<file path="config.mk">
export PLATFORM = sky130hd
export DESIGN_NAME = three_d_ecc_scrub_ctrl
export DESIGN_NICKNAME = d
export VERILOG_FILES = /design/src/rtl/three_d_ecc_scrub_ctrl.sv
export SDC_FILE = /design/constraint.sdc
export NUM_CORES = 1
export LEC_CHECK = 0
export BUFFER_PORTS_ARGS = -buffer_cell sky130_fd_sc_hd__buf_2
export CORE_MARGIN = 8
export CORE_UTILIZATION = 55
export DETAILED_ROUTE_END_ITERATION = 12
export PLACE_DENSITY = 0.72
export REMOVE_ABC_BUFFERS = 1
export SYNTH_ARGS = -nofsm -noshare
export SYNTH_HDL_FRONTEND = slang
export SYNTH_SLANG_ARGS = --single-unit
</file>
<file path="constraint.sdc">
create_clock -name clk -period 3.1 [get_ports clk]
set_input_delay 0.31 -clock clk [delete_from_list [all_inputs] [get_ports clk]]
set_output_delay 0.31 -clock clk [all_outputs]
set_load 0.1 [all_outputs]
</file>
<file path="src/rtl/three_d_ecc_scrub_ctrl.sv">
// 3D-parity (4 layers x 2 bits) protected codeword store with host port and background scrub.
// Optional correction/writeback path enabled by defining THREE_D_ECC_CORRECT_EN.
module three_d_ecc_scrub_ctrl #(
  parameter int unsigned DEPTH          = 16,
  parameter int unsigned ADDR_WIDTH     = 4,
  parameter int unsigned SCRUB_INTERVAL = 64,
  parameter int unsigned CNT_WIDTH      = 8
) (
  input  logic                  clk,
  input  logic                  rst,
  input  logic                  req_valid,
  output logic                  req_ready,
  input  logic                  req_write,
  input  logic [ADDR_WIDTH-1:0] req_addr,
  input  logic [7:0]            req_wdata,
  output logic                  rsp_valid,
  output logic [7:0]            rsp_rdata,
  output logic                  rsp_err,
  output logic                  rsp_corrected,
  input  logic                  scrub_en,
  output logic                  scrub_uncorr,
  input  logic                  inj_valid,
  input  logic [ADDR_WIDTH-1:0] inj_addr,
  input  logic [15:0]           inj_mask,
  output logic [CNT_WIDTH-1:0]  err_count,
  output logic [ADDR_WIDTH-1:0] last_err_addr
);

  localparam int unsigned SC_W = (SCRUB_INTERVAL > 2) ? $clog2(SCRUB_INTERVAL) : 1;
  localparam logic [SC_W-1:0] SC_LAST = SC_W'(SCRUB_INTERVAL - 1);
  localparam logic [ADDR_WIDTH-1:0] ADDR_LAST = ADDR_WIDTH'(DEPTH - 1);

  typedef enum logic [2:0] {IDLE, RD, CHK, WR, WB} state_t;

  // Parity field {overall, bit[1:0], layer[3:0]} occupying codeword bits [14:8].
  function automatic logic [6:0] par(input logic [7:0] d);
    logic [6:0] p;
    p = '0;
    for (int unsigned k = 0; k < 4; k++) p[k] = d[2*k] ^ d[2*k+1];
    for (int unsigned j = 0; j < 2; j++) p[4+j] = d[j] ^ d[2+j] ^ d[4+j] ^ d[6+j];
    p[6] = ^d;
    return p;
  endfunction

  state_t                  state_q, state_d;
  logic [15:0]             mem [DEPTH];
  logic [ADDR_WIDTH-1:0]   addr_q;
  logic [7:0]              wdata_q;
  logic [14:0]             cw_q;
  logic                    is_scrub;
  logic [ADDR_WIDTH-1:0]   scrub_addr;
  logic [SC_W-1:0]         scrub_cnt;
  logic                    scrub_pending;
  logic                    host_go;
  logic                    mem_we;

  logic [6:0]              syn;
  logic                    chk_nonzero;
  logic [7:0]              chk_data;
  logic                    chk_err;
  logic                    chk_corr;
`ifdef THREE_D_ECC_CORRECT_EN
  logic [7:0]              flip;
  logic                    single_data;
  logic                    single_par;
`endif

  assign req_ready = !rst && (state_q == IDLE) && !scrub_pending;
  assign host_go   = req_valid && req_ready;
  assign mem_we    = (state_q == WR) || (state_q == WB);

  always_comb begin
    syn         = cw_q[14:8] ^ par(cw_q[7:0]);
    chk_nonzero = |syn;
    chk_data    = cw_q[7:0];
    chk_corr    = 1'b0;
    chk_err     = chk_nonzero;
`ifdef THREE_D_ECC_CORRECT_EN
    // A lone layer bit and lone bit-position bit with overall set pinpoint data bit 2k+j.
    flip = '0;
    for (int unsigned k = 0; k < 4; k++)
      for (int unsigned j = 0; j < 2; j++)
        flip[2*k+j] = syn[k] & syn[4+j];
    single_data = syn[6] && $onehot(syn[5:4]) && $onehot(syn[3:0]);
    single_par  = $onehot(syn);
    if (single_data) chk_data = cw_q[7:0] ^ flip;
    chk_corr = single_data || single_par;
    chk_err  = chk_nonzero && !chk_corr;
`endif
  end

  always_ff @(posedge clk) begin
    if (rst) state_q <= IDLE;
    else     state_q <= state_d;
  end

  always_comb begin
    state_d = state_q;
    case (state_q)
      IDLE: begin
        if (scrub_pending)  state_d = RD;
        else if (req_valid) state_d = req_write ? WR : RD;
      end
      RD:      state_d = CHK;
      CHK:     state_d = chk_corr ? WB : IDLE;
      WR, WB:  state_d = IDLE;
      default: state_d = IDLE;
    endcase
  end

  always_ff @(posedge clk) begin
    if (rst) begin
      addr_q        <= '0;
      wdata_q       <= '0;
      cw_q          <= '0;
      is_scrub      <= 1'b0;
      scrub_addr    <= '0;
      rsp_valid     <= 1'b0;
      rsp_rdata     <= '0;
      rsp_err       <= 1'b0;
      rsp_corrected <= 1'b0;
      scrub_uncorr  <= 1'b0;
      err_count     <= '0;
      last_err_addr <= '0;
    end else begin
      rsp_valid    <= 1'b0;
      scrub_uncorr <= 1'b0;
      case (state_q)
        IDLE: begin
          if (scrub_pending) begin
            addr_q   <= scrub_addr;
            is_scrub <= 1'b1;
          end else if (host_go) begin
            addr_q   <= req_addr;
            wdata_q  <= req_wdata;
            is_scrub <= 1'b0;
          end
        end
        RD: cw_q <= mem[addr_q][14:0];
        CHK: begin
          wdata_q <= chk_data;
          if (chk_nonzero) begin
            if (err_count != '1) err_count <= err_count + CNT_WIDTH'(1);
            last_err_addr <= addr_q;
          end
          if (is_scrub) begin
            scrub_uncorr <= chk_err;
            scrub_addr   <= (scrub_addr == ADDR_LAST) ? '0 : scrub_addr + ADDR_WIDTH'(1);
          end else begin
            rsp_valid     <= 1'b1;
            rsp_rdata     <= chk_data;
            rsp_err       <= chk_err;
            rsp_corrected <= chk_corr;
          end
        end
        default: ;
      endcase
    end
  end

  // An expiry while a scrub is still pending simply re-sets the flag, so it is dropped.
  always_ff @(posedge clk) begin
    if (rst) begin
      scrub_cnt     <= '0;
      scrub_pending <= 1'b0;
    end else begin
      if (state_q == IDLE && scrub_pending) scrub_pending <= 1'b0;
      if (scrub_en) begin
        if (scrub_cnt == SC_LAST) begin
          scrub_cnt     <= '0;
          scrub_pending <= 1'b1;
        end else begin
          scrub_cnt <= scrub_cnt + SC_W'(1);
        end
      end
    end
  end

  // Write/writeback to the same entry takes precedence over a concurrent injection.
  always_ff @(posedge clk) begin
    if (rst) begin
      for (int unsigned i = 0; i < DEPTH; i++) mem[i] <= '0;
    end else begin
      for (int unsigned i = 0; i < DEPTH; i++) begin
        if (mem_we && addr_q == ADDR_WIDTH'(i))
          mem[i] <= {1'b0, par(wdata_q), wdata_q};
        else if (inj_valid && inj_addr == ADDR_WIDTH'(i))
          mem[i] <= mem[i] ^ inj_mask;
      end
    end
  end

endmodule

</file>
After elaboration in Yosys (flattened, before gate mapping)

Memory sizes are Yosys's and may differ from the RTL's. A register that Yosys moved wholly into a read port is not among the register bits.
Index checks and enable logic that the tools add are counted.

Flip-flop bits (word level): 50
Memory bits (writable): 256
Bits of input ports: 38
Output and inout port bits: 25
Word-level logic and storage cells: 346
Memories kept: 1

Memories:

| name | words | width | read ports | clocked after memory_dff | write ports | line | RTL |
|---|---|---|---|---|---|---|---|
| mem  | 16    | 16    | 17         | 1                        | 16          | 46   | `logic [15:0] mem [DEPTH];` |

Add/subtract/negate cells: 3
Equal/unequal tests: 40
Mux-type cells: 163
Bitwise logic cells: 71
Reductions and logical operators: 55

Operator list:

| operator                                                         | count |
|---|---|
| 16-bit 2-to-1 mux                                                | 32 |
| 16-bit XOR                                                       | 16 |
| 1-bit 2-to-1 mux                                                 | 120 |
| 4-bit == test (second input constant)                            | 17 |
| 1-bit logical AND                                                | 36 |
| 4-bit by 3-bit == test with 1-bit output (second input constant) | 8 |
| 1-bit OR                                                         | 32 |
| 1-bit XOR                                                        | 20 |
| 4-bit by 2-bit == test with 1-bit output (second input constant) | 4 |
| 8-bit 2-to-1 mux                                                 | 2 |
| 8-bit case mux with 2 select lines                               | 1 |
| 8-bit XOR reduction                                              | 2 |
| 4-bit 2-to-1 mux                                                 | 3 |
| 8-bit by 1-bit adder with 8-bit output (second input constant)   | 1 |
| 4-bit by 1-bit == test with 1-bit output (second input constant) | 2 |
| 4-bit zero test                                                  | 2 |
| 8-bit inequality test (second input constant)                    | 1 |
| 2-bit AND reduction                                              | 4 |
| 7-bit OR reduction                                               | 1 |
| 7-bit XOR                                                        | 1 |
| 6-bit by 1-bit adder with 6-bit output (second input constant)   | 1 |
| 3-bit by 2-bit == test with 1-bit output (second input constant) | 2 |
| 6-bit == test (second input constant)                            | 1 |
| 3-bit 2-to-1 mux                                                 | 2 |
| other kinds (16)                                                 | 21 |

Logic depth before layout (Yosys ltp)

Gate-level depths: netlist of the first run.

Word-level depth: 8
Gate-level depth with buffers: 9
Mapped depth without buffers: 7

Worst setup path after synthesis of the first run

Ideal clock, no wire load.

Path kind: input -> output
From: in rst
To: out req_ready
Arrival time: 3.738 ns
Data required time: 2.790 ns
Path slack: -0.948 ns
Cell stages on the path: 4
Path buffers: 3
Cell sequence: clkbuf_1 -> buf_1 -> clkbuf_1 -> nor4_1

Longest elaborated chain between the ends: 3

RTL lines:

| what                           | line | RTL |
|---|---|---|
| start: declaration             | 10   | `input logic rst,` |
| 1-bit zero test                | 68   | `assign req_ready = !rst && (state_q == IDLE) && !scrub_pending;` |
| 1-bit logical AND (2 in a row) | 68   |  |
| end: declaration               | 12   | `output logic req_ready,` |

Every way passes these cells.

==> run metrics, run 1 <==
Setup crit start kind=flop; Post-synth EDFFs=240; die area=around 37000 sq um; Fmax achieved=374 MHz; Area Growth Syn to Fin=11.7%; Ports=63; Final Max Tran Viols=0; most common cell after layout, fill and taps aside=edfxtp_1; Synth Instances=approximately 1.6k; post-DP HPWL=between 30000 and 40000 microns; Final setup viols=0; Slew HR=0.287; Clk Latency, worst-skew pair=roughly 530 ps; commonest non-fill, non-tap cells in the layout=240 x edfxtp_1, 232 x xnor2_1, 198 x nor2_1; Worst Hold Depth=2; Worst-path clk slew=approximately 60 ps; reg2reg start=wdata_q[1]; ANT nets after route=0; Max Cap Violations=0; initial DRC count=around 1.4k; worst r2r dst=mem[5][14]; Total GRT Usage=0.262; LEAKAGE=0.00626 uW; core footprint=30700 sq um; IO buf count=60; initial antenna violation count=1; Primary FF master, synth=edfxtp_1; clock root cell=clkbuf_16; via count=around 13k; crit path launch=wdata_q[1]; vias in the first global route=between 10k and 15k; H-tree levels=2; hold slack=77.4 ps; die height=about 190 microns; final critical-path share of the clock period=0.861; final design utilization=0.624; status=complete, no violations; DR WL/cell=about 24 microns; critical path class=reg2reg; Final min period=around 2700 ps; synthesized area per cell=between 10 and 15 sq um; # DRC=0; RePlAce Congestion=approximately 0.9; global-route wire length before repair=75400 microns; Max Buffers Root-to-Sink=3; Yosys cell types=55; Die W=approximately 190 microns; mapped cell area=between 15000 and 20000 sq um; layout cells sized above 1=0.162; Async SR Flop Fraction=0; worst-margin pin slew=approximately 1100 ps; Crit. End Element=flop; worst path cell trace=xor2_1 > xnor2_1 > xnor2_1 > nor2_1 > a211oi_1; Hold-fix buffers, CTS=0; Peak VDD IR=0.459 mV; max incr delay on CP=a little over 800 ps; num rows=64; # clock sinks=304; Fillers=between 2k and 2.5k; GRT Residual Overflow=0; register area share after synthesis=0.495; number of gates resized after CTS=0; largest net degree at the start of global routing=68; register bit total from synthesis=approximately 300; initial cell density of the core=0.559; TritonCTS buffer count=35; RSZ-0062 raised after global routing=false; r2r setup slk=430 ps; P per Cell Area=slightly below 600 nW/um^2; synth warn=0; Crit path top cell by count=xnor2_1; TritonRoute pass-1 iters=6; total routed wirelength=slightly below 50000 microns; CP endpoint=mem[5][14]; Slowest cell on crit path=xnor2_1; Reg2Reg Depth=5; clk_skew=21.1 ps; arrival time worst endpoint=~3000 ps; Min-Delay Path Class=in2reg; post-CTS setup buffer count=0; Final Hold Fails=0; CTS tree=built; CP Max Fanout=12; fin nets=approximately 1.6k; CP required=around 3400 ps; post-DR vias/cell=6.52
## per-layer routing
metal	global-route usage	part of all wire	vias up
met3	0.0428	0.092	113
met5	0	0	-
met1	0.358	0.40	6498
li1	-	-	5842
met4	0.113	0.036	0
met2	0.411	0.47	731
## worst max-delay path: cells and delay by family, from the launching register on
family	cells	cell delay (ps)
and+or+nand+nor	1	150
xor gates and xnor gates	3	1330
DFF	1	720
AOI/OAI and AO/OA	1	290
## cell usage after synthesis, types with 46 or more instances
| cell | n | area, sq um |
|---|---|---|
| mux4_2 | 60 | 1350 |
| clkbuf_1 | 134 | 503 |
| edfxtp_1 | 240 | 7210 |
| o21ai_0 | 69 | 345 |
| a211oi_1 | 96 | 721 |
| dfxtp_1 | 64 | 1280 |
| a21oi_1 | 58 | 290 |
| xor2_1 | 46 | 403 |
| o22ai_1 | 69 | 432 |
| nor2_1 | 198 | 743 |
| nand2_1 | 116 | 435 |
| xnor2_1 | 232 | 2030 |
## state kept, by name, indices dropped and copies added, names as in the netlist
| name | flops |
|---|---|
| cw_q | 15 |
| scrub_cnt | 6 |
| mem | 240 |
| last_err_addr | 4 |
| rsp_err | 1 |
| wdata_q | 8 |
| err_count | 8 |
| scrub_pending | 1 |
| addr_q | 4 |
| scrub_addr | 4 |
| scrub_uncorr | 1 |
| is_scrub | 1 |
| rsp_valid | 1 |
| state_q | 2 |
| rsp_rdata | 8 |
## metrics by stage
stage	worst slack [ps]	power, uW	TNS (ps)	std cells	area (sq um)
floorplan	-2670	6170	-645790	1433	16600
global placement	616	6820	0	1959	18000
detailed placement	508	6880	0	1959	18000
CTS	505	11100	0	2022	19100
global route	337	11400	0	2023	19100
finish	430	11100	0	2023	19100
## power by group
part           leakage [uW]  internal [uW]  switching [uW]
clock network      0.000566           2480            1720
logic               0.00269            781            1160
registers           0.00300           4690             226
## worst min path at each step
| stage | start | to | slack (ps) |
|---|---|---|---|
| after floorplan | rst | err_count[2] | 380 |
| after global placement | rsp_rdata[2] | rsp_rdata[2] | 440 |
| after detailed placement | rsp_rdata[2] | rsp_rdata[2] | 440 |
| after CTS | req_valid | state_q[0] | 60 |
| after global routing | req_wdata[2] | wdata_q[2] | 80 |
| final | req_valid | state_q[0] | 80 |
## logic make-up after synthesis
group / synth area share
muxes: 0.0860
AOI/OAI and AO/OA: 0.135
adders and majority gates: 0.00219
and+or+nand+nor: 0.105
buffers and inverters: 0.0339
DFF: 0.495
other: 0.000219
xor gates and xnor gates: 0.143
## final cells by class
| cell class | count | area [sq um] | area share |
|---|---|---|---|
| Multi-Input combinational cell | 1126 | 8130 | 0.424 |
| Antenna cell | 1 | 2.50 | 0.000131 |
| Timing Repair Buffer | 130 | 857 | 0.0448 |
| Clock inverter | 20 | 191 | 0.0100 |
| Tap cell | 396 | 495 | 0.0259 |
| Sequential cell | 304 | 8500 | 0.444 |
| Inverter | 3 | 11.3 | 0.000588 |
| Clock buffer | 43 | 968 | 0.0506 |
Power figures use the tool's default switching activity.
==> inputs of run 2 (changes only) <==
ABC_CLOCK_PERIOD_IN_PS = 2300   (was default)
PLACE_DENSITY = 0.75   (was 0.72)
clock period = 2.3 ns   (was 3.1 ns; I/O delays follow)
==> run 2 against run 1 <==
  * Critical path type unchanged
  * Highest routed layer unchanged
  * Largest cell class unchanged
  * Non-clock buffer count increased by 45
  * Global-route usage increased by 0.44 points
  * Core utilization up 1.7 points
==> run metrics, run 2 (synthesis results as in run 1) <==
# DRC=0 (unchanged); arrival time worst endpoint=2590 ps (was 3010 ps); layout cells sized above 1=0.181 (was 0.162); via count=13.4k (was 13.2k); core footprint=30700 sq um (unchanged); num rows=64 (unchanged); critical path class=reg2reg (unchanged); Fmax achieved=453 MHz (was 374 MHz); clk_skew=17.2 ps (was 21.1 ps); vias in the first global route=13.4k (was 13.1k); IO buf count=60 (unchanged); initial antenna violation count=2 (was 1); Clk Latency, worst-skew pair=520 ps (was 530 ps); LEAKAGE=0.00652 uW (was 0.00626 uW); TritonRoute pass-1 iters=7 (was 6); Fillers=2335 (was 2437); Ports=63 (unchanged); pre-CTS setup slack=60.0 ps (was 508 ps); status=complete, no violations (unchanged); Max Buffers Root-to-Sink=3 (unchanged); largest net degree at the start of global routing=97 (was 68); worst r2r dst=cw_q[5] (was mem[5][14]); CP required=2690 ps (was 3440 ps); Worst Hold Depth=3 (was 2); Setup crit start kind=flop (unchanged); min-delay src=req_addr[1] (was req_valid); Final min period=2210 ps (was 2670 ps); # clock sinks=304 (unchanged); max FFs per register=240 (unchanged); Worst-path clk slew=60 ps (about the same); CP Max Fanout=16 (was 12); ANT nets after route=0 (unchanged); RePlAce Congestion=0.940 (was 0.883); GRT Residual Overflow=0 (unchanged); DR WL/cell=23.9 microns (was 24.2 microns); Max Cap Violations=0 (unchanged); Peak VDD IR=0.570 mV (was 0.459 mV); post-DR vias/cell=6.47 (was 6.52); clock root cell=clkbuf_16 (unchanged); RSZ-0062 raised after global routing=false (unchanged); final critical-path share of the clock period=0.960 (was 0.861); initial DRC count=1752 (was 1400); initial cell density of the core=0.559 (unchanged); die area=37100 sq um (unchanged); Final Hold Fails=0 (unchanged); hold slack=43.4 ps (was 77.4 ps); H-tree levels=2 (unchanged); Die W=193 microns (unchanged); worst-margin pin slew=958 ps (was 1070 ps); P per Cell Area=772 nW/um^2 (was 577 nW/um^2); Total GRT Usage=0.267 (was 0.262); Min-Delay Path Class=in2reg (unchanged); CTS tree=built (unchanged); Reg2Reg Depth=6 (was 5); global-route wire length before repair=76500 microns (was 75400 microns); fin nets=1685 (was 1641); commonest non-fill, non-tap cells in the layout=240 x edfxtp_1, 231 x xnor2_1, 197 x nor2_1 (was 240 x edfxtp_1, 232 x xnor2_1, 198 x nor2_1); r2r setup slk=90 ps (was 430 ps); die height=193 microns (unchanged); hold worst-path end=addr_q[1] (was state_q[0]); fin worst setup slack=92.1 ps (was 430 ps); Largest Register=mem (unchanged); Largest regs=mem (240), cw_q (15) (unchanged); Final Max Tran Viols=0 (unchanged); DP Area=18400 sq um (was 18000 sq um); Slew HR=0.357 (was 0.287); Final setup viols=0 (unchanged); Crit. End Element=flop (unchanged); TritonCTS buffer count=34 (was 35); post-DP HPWL=33400 microns (was 32400 microns); Area Growth Syn to Fin=14.7% (was 11.7%); Final Instance Area=19700 sq um (was 19100 sq um); total routed wirelength=49500 microns (was 49000 microns); most common cell after layout, fill and taps aside=edfxtp_1 (unchanged); reg2reg start=addr_q[0] (was wdata_q[1])
==> run 2: cell count changes in the layout (fill, tap and decap cells not counted), sizes merged <==
cell and delta:
clkbuf +4, bufinv +2, buf +36, dlygate4sd3 +9
clkinv -6, inv -1, diode +1
==> run 2: how the worst max path moves through the flow <==
stage	from	endpoint	slack (ps)	cells after the start
CTS	cw_q[3]	err_count[6]	30	7
global placement	cw_q[3]	err_count[6]	110	7
detailed placement	cw_q[3]	err_count[6]	60	7
floorplan	addr_q[0]	mem[10][0]	-3470	4
finish	addr_q[0]	cw_q[5]	90	6
global route	cw_q[3]	err_count[6]	10	7
==> run 2: metrics by stage <==
step            util  cells  setup TNS (ps)  total power [uW]
2_1_floorplan      -   1433        -1044280              8320
3_3_place_gp   0.599   1995               0              9300
3_5_place_dp   0.599   1995               0              9380
4_1_cts        0.640   2065               0             15200
5_1_grt        0.642   2068               0             15700
6_report       0.642   2068               0             15200
==> run 2: layout make-up <==
class / count / area (sq um) / share of cell area
clock inverters: 15 / 204 / 0.0104
multi-input cells: 1126 / 8150 / 0.414
well taps: 396 / 495 / 0.0252
repair buffers: 175 / 1330 / 0.0676
diodes: 2 / 5.00 / 0.000254
clock buffers: 47 / 983 / 0.0500
flip-flops and latches: 304 / 8500 / 0.432
inverters: 3 / 11.3 / 0.000572
==> run 2: report_power, final <==
part / switching, uW / internal (uW) / total [uW]
registers: 298 / 6320 / 6610
clock network: 2260 / 3560 / 5820
logic: 1610 / 1140 / 2750
total: 4170 / 11000 / 15200
==> run 2: timing repair <==
action / 4_1_cts / 5_1_grt
hold buffers: 8 / 1
gates resized for setup: 0 / 6
setup endpoints to repair: 0 / 50
buffers inserted: 0 / 0
endpoints found under the hold margin: 8 / 1
==> run 2: worst max-delay path: stages, from the launching register on <==
cell	delay, ps
dfxtp_4	540
buf_12	230
mux4_2	530
a22oi_1	400
a21oi_1	170
a21oi_1	140
nor2_1	50
==> run 2: layer usage <==
metal  vias up  routed length, microns  share of wire  track usage
li1       5924                       -              -            -
met1      6543                   19300           0.39        0.357
met4         0                    1850          0.037        0.102
met5         -                       0              0            0
met2       773                   23300           0.47        0.433
met3       141                    5080           0.10       0.0417
